[src/rtl/sm_table_loader.sv]
// Run-time loadable next-state table plus the button state machine that steps through it.
// Loads one entry per accepted DATA beat, in ascending address order; RUN steps once per cycle, one-cycle latency.
module sm_table_loader #(
  parameter int STATE_W = 3,
  parameter int IN_W    = 3
) (
  input  logic                      CLK,
  input  logic                      RESETN,
  input  logic                      BTNL,
  input  logic                      BTNC,
  input  logic                      BTNR,
  input  logic                      LOAD_START,
  input  logic                      DATA_VALID,
  input  logic [STATE_W-1:0]        DATA,
  output logic                      DATA_READY,
  output logic [STATE_W+IN_W-1:0]   LOAD_ADDR,
  output logic                      LOADING,
  output logic                      LOAD_DONE,
  output logic                      TABLE_VALID,
  output logic [7:0]                CHECKSUM,
  output logic [STATE_W-1:0]        STATE_OUT
);

  localparam int ADDR_W = STATE_W + IN_W;
  localparam int DEPTH  = 2**ADDR_W;

  typedef enum logic [1:0] {S_IDLE, S_LOAD, S_RUN} state_e;

  state_e              state_q;
  logic [ADDR_W-1:0]   addr_q;
  logic [7:0]          csum_q;
  logic [STATE_W-1:0]  st_q;
  logic                ready_q;
  logic                done_q;
  logic                valid_q;

  logic [STATE_W-1:0]  mem [DEPTH];
  logic                wr_en;
  logic [ADDR_W-1:0]   rd_addr;
  logic [STATE_W-1:0]  rd_dat;

  // Writes only happen in LOAD and reads only matter in RUN, so no bypass is needed.
  assign wr_en   = ready_q && DATA_VALID && !LOAD_START;
  assign rd_addr = {st_q, BTNL, BTNC, BTNR};
  assign rd_dat  = mem[rd_addr];

  always_ff @(posedge CLK) begin
    if (wr_en) begin
      mem[addr_q] <= DATA;
    end
  end

  always_ff @(posedge CLK or negedge RESETN) begin
    if (!RESETN) begin
      state_q <= S_IDLE;
      addr_q  <= '0;
      csum_q  <= '0;
      st_q    <= '0;
      ready_q <= 1'b0;
      done_q  <= 1'b0;
      valid_q <= 1'b0;
    end else begin
      done_q <= 1'b0;
      case (state_q)
        S_IDLE: begin
          if (LOAD_START) begin
            state_q <= S_LOAD;
            ready_q <= 1'b1;
            addr_q  <= '0;
            csum_q  <= '0;
            st_q    <= '0;
          end
        end
        S_LOAD: begin
          if (LOAD_START) begin
            addr_q <= '0;
            csum_q <= '0;
          end else if (DATA_VALID) begin
            addr_q <= addr_q + ADDR_W'(1);
            csum_q <= csum_q + 8'(DATA);
            // Final entry: hand over to RUN from state 0 with a one-cycle done pulse.
            if (&addr_q) begin
              state_q <= S_RUN;
              ready_q <= 1'b0;
              done_q  <= 1'b1;
              valid_q <= 1'b1;
              st_q    <= '0;
            end
          end
        end
        S_RUN: begin
          if (LOAD_START) begin
            state_q <= S_LOAD;
            ready_q <= 1'b1;
            addr_q  <= '0;
            csum_q  <= '0;
            st_q    <= '0;
          end else begin
            st_q <= rd_dat;
          end
        end
        default: begin
          state_q <= S_IDLE;
          ready_q <= 1'b0;
        end
      endcase
    end
  end

  assign DATA_READY  = ready_q;
  assign LOADING     = ready_q;
  assign LOAD_ADDR   = addr_q;
  assign LOAD_DONE   = done_q;
  assign TABLE_VALID = valid_q;
  assign CHECKSUM    = csum_q;
  assign STATE_OUT   = st_q;

endmodule

[config.mk]
export PLATFORM = sky130hd
export DESIGN_NAME = sm_table_loader
export DESIGN_NICKNAME = d
export VERILOG_FILES = /design/src/rtl/sm_table_loader.sv
export SDC_FILE = /design/constraint.sdc
export NUM_CORES = 1
export LEC_CHECK = 0
export ABC_AREA = 1
export ABC_CLOCK_PERIOD_IN_PS = 1660
export CORE_MARGIN = 2
export CORE_UTILIZATION = 25
export DETAILED_ROUTE_END_ITERATION = 8
export PLACE_DENSITY = 0.42
export SETUP_SLACK_MARGIN = 0.02
export SLEW_MARGIN = 10
export SYNTH_ARGS = -nofsm -noshare
export SYNTH_HDL_FRONTEND = slang
export SYNTH_SLANG_ARGS = --single-unit
export TNS_END_PERCENT = 5
[constraint.sdc]
create_clock -name CLK -period 1.66 [get_ports CLK]
set_clock_uncertainty 0.2 [all_clocks]
set_input_delay 0.249 -clock CLK [delete_from_list [all_inputs] [get_ports CLK]]
set_output_delay 0.249 -clock CLK [all_outputs]
set_load 0.005 [all_outputs]
==> results.md <==
- Sw Share: about a quarter
- Critical Path Start Type: flop
- Number of cell rows: 71
- Number of instances in the synthesized netlist: 908
- Proportion of layout cells with a drive suffix above 1: 28.2%
- Clk slew on worst S/H paths: 0.06 ns
- Area enclosed by the die boundary: 0.0393 sq mm
- Number of distinct library cells after synthesis: 34
- Proportion of synthesized flip-flops having asynchronous set or reset: 10.3%
- Buffer depth of the longest clock path: 3
- Fin cells: 1605
- Synth top area cells: edfxtp_1 61%, nand2_1 9.3%, nand3_1 6.9%
- Max-slew headroom: 66.4%
- Top-Level Pins: 31
- Placed instance count: 1535
- MaxCap Viol Count: 0
- Internal power summed over all cells: around 10 mW
- Number of antenna violations at the first check in global routing: 3
- Average detailed-routed wire length per instance: 17.3 microns
- Data required time at the worst endpoint: 1.91 ns
- FF+latch count, synth: between 200 and 250
- Core area: 0.0374 sq mm
- Class of the most critical hold timing path: in2reg
- Chain of cells forming the critical path: buf_6 -> ha_4 -> a21oi_4 -> a21oi_4 -> nand2_2 -> nor3b_2 -> nand2_1 -> nand2_1 -> nor3b_2
- Number of design-rule violations left by the first detailed-router iteration: 384
- GRT Resource Usage Total: 14.4%
- Yosys top cell area share: 61.1%
- Number of nets with antenna violations after detailed routing: 0
- Origin of the worst setup path: CHECKSUM[2]
- Pin count of the biggest net entering global routing: 40
- Highest-delay cell along the critical path: dfrtp_1
- Final RePlAce weighted congestion: 0.765
- Unrepaired setup endpoints after global routing: yes
- Layout overhead on the synthesized area: 37.3%
- Number of nets at the end of the flow: 1090
- Number of CTS-inserted buffers: 26
- Flip-flop cell with the highest count after synthesis: edfxtp_1
- Netlist area before placement: between 0.009 and 0.01 sq mm
- Minimum period implied by the final worst setup slack: 1.86 ns
- Kind of capture point of the worst setup path: flop
- Run status: complete, but fails checks
- Top Family by Delay on Critical Path: simple AND/OR/NAND/NOR gates
- Wire length of the first global-routing pass: 42.5 mm
- P_sw: between 3 and 4 mW
- Mean instance size in the synthesized netlist: around 10 sq um
- Total cell area at the placement stage: approximately 0.011 sq mm
- Final setup fails: 25
- Number of slew-limit violations in the final report: 0
- P per Cell Area: 1040 mW/mm^2
- Clock tree from TritonCTS: built
- Clk root buf: clkbuf_16
- Number of H-tree levels: 1
- Leakage power of the design: just over 5 nW
- Arr. time, crit path: about 2.1 ns
- Tcrit/Tclk final: 112%
- Combinational power share: 13.2%
- Transition at the pin with the smallest max-transition slack: 0.505 ns
- Utilization after layout: 34.6%
- Critical Path Fanout Max: 4
- Max Clock Freq: 0.539 GHz
- Share of total power in sequential cells: 44.9%
- Hold Fails Final Rpt: 0
- Via density: between 4 and 5
- Synthesis Warnings: 0
- Hpwl dp: 18.2 mm
- Post-layout instance area: 0.0130 sq mm
- Number of synthesized flops with an enable pin: 192
- Sink count of the clock tree: 214
- Max rail drop VDD: 0.000746 V
- Launch instance of the worst register-to-register path: CHECKSUM[2]
- Via count: around 7000
- Tightest hold margin: roughly 0.072 ns
- DR pass1 iterations: 5
- Via count of the first global-routing pass: a little over 7000
- CP bufs+invs: 1
- Worst-Skew Late Latency: approximately 0.52 ns
- Net count after synthesis: ~920
- CP peak stage delay: 0.38 ns
- Hold Crit Start: DATA[0]
- X dimension of the die: 198 microns
- Grt total ovfl: 0
- Kind of critical path: reg2reg
- Final setup margin: -0.196 ns
- Die outline height: 198 microns
- Portion of the post-synthesis area used by sequential elements: 66.9%
- Initial Util: between 20% and 30%
- Violated checks: setup timing
- Count of input and output buffers: 30
- Routed WL: around 28 mm
- Area leader, netlist: edfxtp_1
- Clock network power share: 41.9%
- DRC violations left: 0
[stage by stage]
step / power (mW) / setup TNS [ns] / setup WS (ns)
CTS: 13.5 / -1.51 / -0.227
floorplan: 6.81 / -1.65 / -0.116
global placement: 7.71 / -87.13 / -0.648
finish: 13.5 / -1.03 / -0.196
global route: 14.0 / -7.20 / -0.316
detailed placement: 7.70 / -91.30 / -0.601
[layer usage]
metal | vias up | part of all wire (%) | GRT usage, %
met1 | 3404 | 47 | 19.9
li1 | 3409 | - | -
met3 | 40 | 4.6 | 2.78
met2 | 146 | 46 | 23.5
met5 | - | 0 | 0
met4 | 0 | 1.8 | 2.73
[kinds of logic (layout without fill, tap and decap cells)]
| family | after synthesis | count (layout) | share of synthesized area (%) |
|---|---|---|---|
| and+or+nand+nor | 511 | 511 | 22.9 |
| DFF | 214 | 214 | 66.9 |
| buffers and inverters | 124 | 309 | 6.03 |
| AOI/OAI and AO/OA | 52 | 52 | 3.24 |
| adders and majority gates | 5 | 5 | 0.743 |
| xor gates and xnor gates | 2 | 2 | 0.186 |
| other | 0 | 1 | 0 |
[state kept, by name, summed over array words and instances, names as in the netlist]
signal       count
LOAD_DONE        1
STATE_OUT        3
CHECKSUM         8
mem            192
state_q          2
DATA_READY       1
LOAD_ADDR        6
TABLE_VALID      1
[power by group through the flow]
stage / logic [mW] / registers [mW] / clock network [mW]
after floorplan: 0.635 / 6.18 / 0
after global placement: 1.55 / 6.16 / 0
after detailed placement: 1.54 / 6.16 / 0
after CTS: 1.71 / 6.03 / 5.80
after global routing: 1.96 / 6.05 / 5.96
final: 1.78 / 6.04 / 5.65
[synth_stat cells, types with 2 or more instances]
| library cell | number |
|---|---|
| buf_2 | 18 |
| nand3_1 | 131 |
| nand2_2 | 3 |
| ha_1 | 4 |
| nand2_4 | 2 |
| buf_4 | 3 |
| or2_2 | 2 |
| a21oi_1 | 10 |
| nand2_1 | 233 |
| o21ai_1 | 3 |
| nor3b_2 | 2 |
| clkbuf_1 | 5 |
| a31oi_1 | 2 |
| buf_6 | 9 |
| nor2_1 | 122 |
| nor3_1 | 7 |
| inv_1 | 80 |
| o211ai_1 | 6 |
| o21ai_0 | 25 |
| inv_2 | 4 |
| a22o_1 | 2 |
| edfxtp_1 | 192 |
| dfrtp_1 | 22 |
| nand4_1 | 8 |
| buf_1 | 4 |
[final timing paths]
path                                      to  slack, ns  depth (start not counted)
worst max-delay path             CHECKSUM[7]      -0.20                          9
worst min-delay path             CHECKSUM[0]       0.07                          3
worst max register to register   CHECKSUM[7]      -0.20                          9
worst min register to register   TABLE_VALID       0.27                          1
max in group asynchronous         state_q[1]       0.56                          3
min in group asynchronous       STATE_OUT[0]       0.41                          3
[cell usage in the layout (no fill, tap or decap), types with 4 or more instances in the layout]
cell and count:
nor3_1 4, buf_12 14, o211ai_1 6, clkbuf_8 5
nand3_1 125, o21ai_1 6, inv_1 74, clkbuf_16 27
nand2_1 232, nand4_1 8, a21oi_1 6, buf_6 39
edfxtp_1 192, dfrtp_1 20, nor2_1 58, inv_2 9
nor2_2 7, nor2_4 58, clkbuf_1 8, buf_2 7
buf_4 102, clkdlybuf4s15_1 5, nand3_2 5, o21ai_0 22
[what timing repair did]
| action | 4_1_cts | 5_1_grt |
|---|---|---|
| endpoints found under the hold margin | 22 | 0 |
| resized for setup | 162 | 96 |
| pin swaps | 8 | 14 |
| setup buffers | 17 | 6 |
| setup endpoints to repair | 219 | 219 |
| gates cloned | 0 | 1 |
| hold buffers | 1 | 0 |
[area by class of cell]
cell class              count  area [sq um]
repair buffers            178          1690
well taps                 511           639
flip-flops and latches    214          6320
fillers                  3772         24400
clock inverters             7          97.6
multi-input cells         570          3130
inverters                  85           324
diodes                      1          2.50
clock buffers              39           749
[worst min-delay path: stages]
cell and delay (ns):
buf_2 0.23, ha_4 0.17, a22o_1 0.10
Power figures use the tool's default switching activity.
